==> config.mk <==
export PLATFORM = sky130hd
export DESIGN_NAME = led_ctrl
export DESIGN_NICKNAME = d
export VERILOG_FILES = /design/src/rtl/led_pkg.sv /design/src/rtl/led_chan.sv /design/src/rtl/led_ctrl.sv
export SDC_FILE = /design/constraint.sdc
export NUM_CORES = 1
export LEC_CHECK = 0
export BUFFER_PORTS_ARGS = -buffer_cell sky130_fd_sc_hd__buf_2
export CAP_MARGIN = 0
export CORE_MARGIN = 2
export CORE_UTILIZATION = 55
export DETAILED_ROUTE_END_ITERATION = 7
export GPL_TIMING_DRIVEN = 0
export HOLD_SLACK_MARGIN = 0.02
export PLACE_DENSITY_LB_ADDON = 0.08
export SLEW_MARGIN = 20
export SYNTH_ARGS = -nofsm -noshare
export SYNTH_HDL_FRONTEND = slang
export SYNTH_SLANG_ARGS = --single-unit
==> constraint.sdc <==
create_clock -name clk -period 7.5 [get_ports clk]
set_input_delay 0.75 -clock clk [delete_from_list [all_inputs] [get_ports clk]]
set_output_delay 0.75 -clock clk [all_outputs]
set_load 0.1 [all_outputs]
==> src/rtl/led_pkg.sv <==
// rtl/led_pkg.sv - shared mode encoding for the LED driver
package led_pkg;

  typedef enum logic [1:0] {
    LED_OFF   = 2'd0,
    LED_ON    = 2'd1,
    LED_BLINK = 2'd2,
    LED_PWM   = 2'd3
  } led_mode_t;

endpackage

==> src/rtl/led_chan.sv <==
// rtl/led_chan.sv - one LED channel: config registers, blink timer, registered drive
module led_chan
  import led_pkg::*;
#(
  parameter int PWM_BITS = 8,
  parameter int BLINK_W  = 16
) (
  input  logic                clk,
  input  logic                rst_n,
  input  logic                we_i,
  input  logic [1:0]          mode_i,
  input  logic [PWM_BITS-1:0] duty_i,
  input  logic [BLINK_W-1:0]  period_i,
  input  logic                tick_i,
  input  logic [PWM_BITS-1:0] pwm_cnt_i,
  output logic                led_o
);

  localparam logic [BLINK_W-1:0] ONE = BLINK_W'(1);

  led_mode_t           mode_q, mode_d;
  logic [PWM_BITS-1:0] duty_q, duty_d;
  logic [BLINK_W-1:0]  period_q, period_d;
  logic [BLINK_W-1:0]  cnt_q, cnt_d;
  logic [BLINK_W-1:0]  eff_period;
  logic                phase_q, phase_d;
  logic                led_q, led_d;

  // A zero period behaves as one tick per half-period.
  assign eff_period = (period_q == '0) ? ONE : period_q;

  // A write outranks a coincident tick: the timer restarts high.
  always_comb begin
    mode_d   = mode_q;
    duty_d   = duty_q;
    period_d = period_q;
    cnt_d    = cnt_q;
    phase_d  = phase_q;
    if (we_i) begin
      mode_d   = led_mode_t'(mode_i);
      duty_d   = duty_i;
      period_d = period_i;
      cnt_d    = '0;
      phase_d  = 1'b1;
    end else if (tick_i && (mode_q == LED_BLINK)) begin
      if (cnt_q == (eff_period - ONE)) begin
        cnt_d   = '0;
        phase_d = ~phase_q;
      end else begin
        cnt_d = cnt_q + ONE;
      end
    end
  end

  always_comb begin
    led_d = 1'b0;
    case (mode_q)
      LED_OFF:   led_d = 1'b0;
      LED_ON:    led_d = 1'b1;
      LED_BLINK: led_d = phase_q;
      LED_PWM:   led_d = (pwm_cnt_i < duty_q);
      default:   led_d = 1'b0;
    endcase
  end

  always_ff @(posedge clk or negedge rst_n) begin
    if (!rst_n) begin
      mode_q   <= LED_OFF;
      duty_q   <= '0;
      period_q <= '0;
      cnt_q    <= '0;
      phase_q  <= 1'b0;
      led_q    <= 1'b0;
    end else begin
      mode_q   <= mode_d;
      duty_q   <= duty_d;
      period_q <= period_d;
      cnt_q    <= cnt_d;
      phase_q  <= phase_d;
      led_q    <= led_d;
    end
  end

  assign led_o = led_q;

endmodule

==> src/rtl/led_ctrl.sv <==
// rtl/led_ctrl.sv - multi-channel LED driver: prescaler, shared PWM counter, write decode
module led_ctrl
  import led_pkg::*;
#(
  parameter int  CH       = 4,
  parameter int  PRESCALE = 50000,
  parameter int  PWM_BITS = 8,
  parameter int  BLINK_W  = 16,
  localparam int CH_W     = (CH > 1) ? $clog2(CH) : 1
) (
  input  logic                clk,
  input  logic                rst_n,
  input  logic                cfg_we,
  input  logic [CH_W-1:0]     cfg_ch,
  input  logic [1:0]          cfg_mode,
  input  logic [PWM_BITS-1:0] cfg_duty,
  input  logic [BLINK_W-1:0]  cfg_period,
  output logic [CH-1:0]       led
);

  localparam int PRESC_W = $clog2(PRESCALE);

  logic [PRESC_W-1:0]  presc_q, presc_d;
  logic [PWM_BITS-1:0] pwm_cnt_q, pwm_cnt_d;
  logic                tick;
  logic                ch_valid;

  assign tick     = (presc_q == PRESC_W'(PRESCALE - 1));
  assign ch_valid = (int'(cfg_ch) < CH);

  always_comb begin
    presc_d   = tick ? '0 : presc_q + PRESC_W'(1);
    pwm_cnt_d = pwm_cnt_q + PWM_BITS'(1);
  end

  always_ff @(posedge clk or negedge rst_n) begin
    if (!rst_n) begin
      presc_q   <= '0;
      pwm_cnt_q <= '0;
    end else begin
      presc_q   <= presc_d;
      pwm_cnt_q <= pwm_cnt_d;
    end
  end

  for (genvar g = 0; g < CH; g++) begin : g_chan
    logic we;
    assign we = cfg_we && ch_valid && (cfg_ch == CH_W'(g));

    led_chan #(
      .PWM_BITS(PWM_BITS),
      .BLINK_W (BLINK_W)
    ) u_chan (
      .clk      (clk),
      .rst_n    (rst_n),
      .we_i     (we),
      .mode_i   (cfg_mode),
      .duty_i   (cfg_duty),
      .period_i (cfg_period),
      .tick_i   (tick),
      .pwm_cnt_i(pwm_cnt_q),
      .led_o    (led[g])
    );
  end

endmodule

==> flow_summary_export.csv, run 1 <==
group,metric,value,unit
run_status,status,"finished clean",
logic_synthesis,yosysWarnings,0,
worst_setup_path,crit_path_start_kind,"register",
pwr,clockPowerShare,32.3,%
sta,max_freq,216.2,MHz
logic_synthesis,seq_area_frac_synth,42.15,%
logic_synthesis,syn_area,11870,µm²
sta,period_minus_slack,4.624,ns
finish,area_growth,9.527,%
finish,final_common_cell,"nand2_1",
logic_synthesis,synth_enable_flop_cells,0,
clock_network,clockBufferDepth,2,
die,start_util,56.30,%
logic_synthesis,synth_seq_cells,200,
die,rows,53,
worst_setup_path,crit_buf_inv,2,
global_route,antenna_found_initial,0,
drt,drt_wl_total,28500,µm
clock_network,cts_setup_buffers,0,
worst_setup_path,cp_common_cell,"nor4_1",
pwr,power.leakage,5.900,nW
worst_setup_path,cp.required,7.80,ns
pwr,p_int,0.001895,W
drt,drc,0,
pwr,ir_worst_vdd,0.1421,mV
worst_setup_path,critPathKind,"reg -> reg",
global_route,grt_start_max_net_pins,92,
pwr,p_sw_share,31.07,%
global_route,grt_pass1_vias,9322,
logic_synthesis,synth_fp_nets,1378,
pwr,p_switching,0.0008542,W
worst_setup_path,crit_arrival,4.93,ns
worst_setup_path,critPathTopFamily,"simple AND/OR/NAND/NOR gates",
die,die_h,150.9,µm
sta,slew_headroom,39.36,%
placement,gp_congestion,0.9161,
sta,finalCritPeriodShare,61.66,%
sta,skew,0.01176,ns
die,die-area,22780,µm²
sta,slew_violations,0,
flow_run,cap_violations,0,
sta,setup_ws,2.876,ns
global_route,gr-total-overflow,0,
clock_network,clkLatencyLatePin,0.43,ns
clock_network,cts_hold_buf,0,
pwr,cellPowerDensity,211.4,nW/µm²
logic_synthesis,syn_inst,1309,
clock_network,cts_resized,0,
logic_synthesis,synth_top_flop_cell,"dfrtp_1",
die,dieWidth,150.9,µm
drt,drt_iter0_markers,579,
finish,multiInputGateArea,6407,µm²
finish,final_cell_mix,"nand2_1 (216), dfrtp_1 (200), nor2_1 (75), o21ai_0 (67), nand3_1 (59)",
finish,drive_above_1_share,10.76,%
clock_network,cts_max_level,4,
worst_setup_path,cpPeakStageDelay,0.66,ns
pwr,seq_power_share,47.1,%
worst_setup_path,path_cells,"clkbuf_1 -> or4_1 -> nor4_1 -> a21oi_1 -> ha_1 -> xor2_1 -> o311ai_0 -> or4b_2 -> nor4_1 -> and4_1 -> a31oi_1 -> nand3_1 -> buf_2 -> o21ai_0",
worst_setup_path,crit_slowest_cell,"or4b_2",
clock_network,root_buffer,"clkbuf_16",
worst_setup_path,cp-end-kind,"register",
worst_hold_path,hold_class,"in -> async",
sta,final-setup-viol-count,0,
finish,final-seq-area,5005,µm²
clock_network,cts_buffers,17,
die,core,21090,µm²
logic_synthesis,syn_avg_cell_area,9.070,µm²
finish,nFillCells,1853,
die,io_pins,35,
clock_network,cts.sinks,200,
logic_synthesis,yosysUniqueCellTypes,74,
global_route,grt_pass1_wl,47750,µm
drt,vias,9607,
clock_network,cts_tree,"built",
logic_synthesis,async_flop_share,100.0,%
drt,vias_per_cell,5.822,
clock_network,cts.clk_slew.worst_paths,0.08,ns
sta,final_hold_viol_count,0,
finish,fin_area,13000,µm²
pwr,p_comb_share,20.6,%
sta,tns,0,ns
drt,antenna_left,0,
sta,rsz0062_at_grt,"false",
global_route,track_usage,26.60,%
placement,hpwl,20860,µm
drt,dr.pass1.iters,5,
placement,dpl_cell_area,12450,µm²
worst_setup_path,crit_fanout,10,
finish,layout.nets,1433,
sta,tightestPinTransition,0.9021,ns
finish,antenna_cells,0,
drt,wire_per_inst,17.27,µm
placement,pre_cts_ws,2.908,ns
placement,port_buffers,34,
==> through the flow <==
step                      instances  util (%)  power (W)  hold WS (ns)
after floorplan                1309         -   0.001712        0.4329
after global placement         1618     58.74   0.001856        0.4519
after detailed placement       1620     59.05   0.001876        0.4648
after CTS                      1650     61.66   0.002760        0.2271
after global routing           1650     61.66   0.002897        0.2316
final                          1650     61.66   0.002749        0.2118
==> flip-flops by register name, summed over array words and instances (netlist names) <==
register and count:
g_chan.u_chan.cnt_q 64, presc_q 16, g_chan.u_chan.phase_q 4, g_chan.u_chan.period_q 64, g_chan.u_chan.mode_q 8, pwm_cnt_q 8, g_chan.u_chan.led_o 4, g_chan.u_chan.duty_q 32
==> layer usage <==
metal	routed length, µm	vias up	global-route usage (%)
li1	-	4731	-
met1	13660	4636	37.90
met2	13090	183	41.77
met3	933	57	3.946
met4	819	0	9.065
met5	0	-	0
==> layout make-up <==
class	instances	share of cell area [%]
Multi-Input combinational cell	995	49.27
Clock inverter	9	0.7024
Timing Repair Buffer	36	1.809
Clock buffer	21	3.541
Tap cell	275	2.646
Buffer	58	1.924
Sequential cell	200	38.49
Inverter	56	1.616
==> worst paths after layout <==
path | slack (ns) | endpoint | cells past startpoint | from
worst max-delay path | 2.88 | g_chan[3].u_chan.cnt_q[0]$_DFFE_PN0P_ | 14 | g_chan[3].u_chan.period_q[9]$_DFFE_PN0P_
worst min-delay path | 0.21 | g_chan[1].u_chan.cnt_q[5]$_DFFE_PN0P_ | 1 | rst_n
worst max register to register | 2.88 | g_chan[3].u_chan.cnt_q[0]$_DFFE_PN0P_ | 14 | g_chan[3].u_chan.period_q[9]$_DFFE_PN0P_
worst min register to register | 0.47 | presc_q[0]$_DFF_PN0_ | 1 | presc_q[0]$_DFF_PN0_
max in group asynchronous | 6.47 | g_chan[0].u_chan.cnt_q[4]$_DFFE_PN0P_ | 2 | rst_n
min in group clk | 0.47 | presc_q[0]$_DFF_PN0_ | 1 | presc_q[0]$_DFF_PN0_
==> synth_stat cells, types with 7 or more instances <==
cell type	number	area share (%)
o211ai_1	7	0.44
nand3b_1	7	0.44
nand2b_1	13	0.69
a21oi_1	27	1.1
xnor2_1	52	3.8
o31ai_1	14	0.89
buf_2	8	0.34
nor3_1	32	1.3
dfrtp_1	200	42
or2_2	10	0.53
a21o_1	33	2.1
or3_1	11	0.58
xor2_1	44	3.2
a31oi_1	13	0.69
nand3_1	59	2.5
nand4_1	19	1.0
o21ai_0	67	2.8
nor2b_1	12	0.63
and3_1	27	1.4
or4_1	13	0.82
and4_1	9	0.66
nor4_1	15	0.79
ha_1	38	4.0
nand2_1	216	6.8
clkbuf_1	40	1.3
and2_1	17	0.90
nor2_1	75	2.4
nor4b_1	7	0.52
mux2_2	43	4.1
inv_1	56	1.8
nor3b_1	20	1.3
==> power by group through the flow <==
stage,combinational [W],clock (W),sequential (W)
after detailed placement,0.000566,0,0.00131
after CTS,0.000570,0.000900,0.00129
final,0.000567,0.000888,0.00129
after global placement,0.000548,0,0.00131
after global routing,0.000641,0.000947,0.00131
after floorplan,0.000434,0,0.00128
==> kinds of logic after synthesis <==
group,share of synthesized area (%)
DFF,42.15
muxes,4.584
adders and majority gates,4.005
buffers and inverters,3.878
AOI/OAI and AO/OA,11.94
xor gates and xnor gates,7.082
and+or+nand+nor,26.36
No activity file was read; power rests on OpenSTA's default activity.
==> inputs of run 2 (changes only) <==
==> constraint.sdc (replaced) <==
create_clock -name clk -period 4.6 [get_ports clk]
set_input_delay 0.46 -clock clk [delete_from_list [all_inputs] [get_ports clk]]
set_output_delay 0.46 -clock clk [all_outputs]
set_load 0.1 [all_outputs]
==> run 2 against run 1 <==
  * Total power increased by 64%
  * Via count increased by 0.63%
  * Die area unchanged
  * Flip-flop and latch count unchanged
  * Largest power group unchanged
  * Sequential power increased by 64%
  * Global-route usage unchanged
  * Register-to-register slack got worse by 2.5 ns
  * Critical endpoint is now g_chan[3].u_chan.cnt_q[4]$_DFFE_PN0P_
  * Largest cell class unchanged
  * Clock-buffer cell count unchanged
  * Highest routed layer unchanged
  * Design area increased by 0.50%
==> flow_summary_export.csv, run 2 (same netlist as run 1, synthesis figures left out) <==
group,metric,value,unit
run_status,status,"finished clean",
sta,tightestPinTransition,0.9930,ns
clock_network,clockBufferDepth,2,
die,dieWidth,150.9,µm
drt,drt_wl_total,28670,µm
worst_hold_path,hold_class,"in -> reg",
worst_setup_path,crit_path_start_kind,"register",
global_route,gr-total-overflow,0,
sta,rsz0062_at_grt,"true",
die,rows,53,
die,start_util,56.30,%
worst_setup_path,cp.required,4.90,ns
placement,dpl_cell_area,12450,µm²
worst_setup_path,cp-end-kind,"register",
finish,fin_cells,1651,
pwr,p_int,0.003094,W
pwr,seq_power_share,47.0,%
sta,skew,0.01219,ns
pwr,p_comb_share,20.9,%
sta,finalCritPeriodShare,92.43,%
finish,final_common_cell,"nand2_1",
clock_network,cts_tree,"built",
clock_network,cts.clk_slew.worst_paths,0.07,ns
global_route,grt_pass1_wl,47750,µm
worst_setup_path,critPathKind,"reg -> reg",
drt,vias_per_cell,5.856,
clock_network,cts_buffers,17,
finish,final-seq-area,5005,µm²
sta,final-setup-viol-count,0,
clock_network,root_buffer,"clkbuf_16",
drt,antenna_left,0,
finish,nFillCells,1844,
global_route,track_usage,26.60,%
finish,layout.nets,1434,
placement,hpwl,20860,µm
die,die-area,22780,µm²
drt,drt_iter0_markers,676,
placement,gp_congestion,0.9161,
sta,tns,0,ns
finish,drive_above_1_share,11.19,%
finish,antenna_cells,0,
worst_setup_path,rrSetupSlack,0.35,ns
pwr,p_sw_share,31.19,%
placement,dp_cells,1620,
worst_setup_path,crit_path_start,"g_chan[3].u_chan.period_q[4]$_DFFE_PN0P_",
worst_setup_path,crit_fanout,10,
drt,wire_per_inst,17.37,µm
placement,port_buffers,34,
flow_run,cap_violations,0,
die,io_pins,35,
pwr,total_power,0.004496,W
die,core,21090,µm²
drt,drc,0,
global_route,antenna_found_initial,0,
clock_network,clkLatencyLatePin,0.43,ns
global_route,grt_start_max_net_pins,92,
sta,slew_headroom,33.25,%
drt,dr.pass1.iters,5,
worst_hold_path,min-delay-start,"cfg_period[10]",
pwr,ir_worst_vdd,0.2338,mV
global_route,grt_pass1_vias,9328,
worst_setup_path,reg2reg_from,"g_chan[3].u_chan.period_q[4]$_DFFE_PN0P_",
finish,area_growth,10.07,%
clock_network,cts_max_level,4,
pwr,clockPowerShare,32.1,%
finish,multiInputGateArea,6459,µm²
sta,slew_violations,0,
drt,vias,9668,
sta,max_freq,235.2,MHz
pwr,cellPowerDensity,344.1,nW/µm²
clock_network,cts.sinks,200,
finish,top_regs,"g_chan.u_chan.cnt_q: 64 flops, g_chan.u_chan.period_q: 64 flops, g_chan.u_chan.duty_q: 32 flops",
finish,fin_area,13070,µm²
finish,final_cell_mix,"nand2_1 (216), dfrtp_1 (200), nor2_1 (75), o21ai_0 (67), nand3_1 (58)",
sta,final_hold_viol_count,0,
sta,period_minus_slack,4.252,ns
pwr,power.leakage,5.915,nW
pwr,p_switching,0.001402,W
die,die_h,150.9,µm
worst_setup_path,crit_arrival,4.55,ns
## run 2: changes by cell type in the layout (fill, tap and decap cells not counted)
cell	delta
nor4_4	+3
nor4_1	-2
nand3_1	-1
nand3_2	+1
clkbuf_1	-1
clkbuf_4	+1
or4_4	+2
nor4_2	-1
dlygate4sd3_1	+1
or4_1	-2
## run 2: cell type report
class	count	area share, %
clock buffer	21	3.523
buffer	58	1.944
sequential	200	38.30
timing repair buffer	37	1.876
multi-input combinational	995	49.42
tap	275	2.633
inverter	56	1.608
clock inverter	9	0.6989
## run 2: layer usage
metal / wire (µm) / track usage (%) / vias to the layer above
li1: - / - / 4737
met1: 13460 / 37.90 / 4660
met2: 13210 / 41.77 / 212
met3: 1173 / 3.946 / 59
met4: 826 / 9.065 / 0
met5: 0 / 0 / -
## run 2: path summary, 6_finish.rpt
| check | to | cells after the start |
|---|---|---|
| min in group asynchronous | g_chan[1].u_chan.cnt_q[5]$_DFFE_PN0P_ | 2 |
| max reg2reg | g_chan[3].u_chan.cnt_q[4]$_DFFE_PN0P_ | 14 |
| max in group asynchronous | g_chan[2].u_chan.duty_q[7]$_DFFE_PN0P_ | 3 |
| min | g_chan[3].u_chan.period_q[10]$_DFFE_PN0P_ | 3 |
| min reg2reg | presc_q[0]$_DFF_PN0_ | 1 |
| max | g_chan[3].u_chan.cnt_q[4]$_DFFE_PN0P_ | 14 |
## run 2: power by group through the flow
stage / Clock (W) / Combinational (W) / Sequential [W]
2_1_floorplan: 0 / 0.000707 / 0.00208
5_1_grt: 0.00154 / 0.00106 / 0.00214
4_1_cts: 0.00147 / 0.000931 / 0.00211
3_3_place_gp: 0 / 0.000894 / 0.00213
3_5_place_dp: 0 / 0.000922 / 0.00214
6_report: 0.00144 / 0.000939 / 0.00211
## run 2: through the flow
step	worst slack [ns]	util, %	hold WS, ns
floorplan	0.7028	-	0.1644
global placement	-0.3737	58.74	0.4519
detailed placement	0.007713	59.05	0.4034
CTS	0.1084	61.74	0.2894
global route	0.03024	61.97	0.2849
finish	0.3482	61.97	0.3054
## run 2: worst max-delay path, stage by stage (launching register included)
cell	delay, ns
dfrtp_1	0.36
clkbuf_1	0.19
or4_4	0.59
nor4_4	0.32
a21oi_1	0.11
ha_1	0.34
xor2_1	0.15
o311ai_0	0.15
or4b_2	0.72
nor4_4	0.30
and4_1	0.22
a31oi_1	0.17
buf_2	0.25
a31oi_1	0.18
o31ai_1	0.09
## run 2: timing repair
action / in CTS / in global routing
setup endpoints to repair: 2 / 28
hold buffers: 1 / 0
pin swaps: 0 / 0
setup buffers: 0 / 0
hold endpoints to repair: 49 / 0
resized for setup: 1 / 11
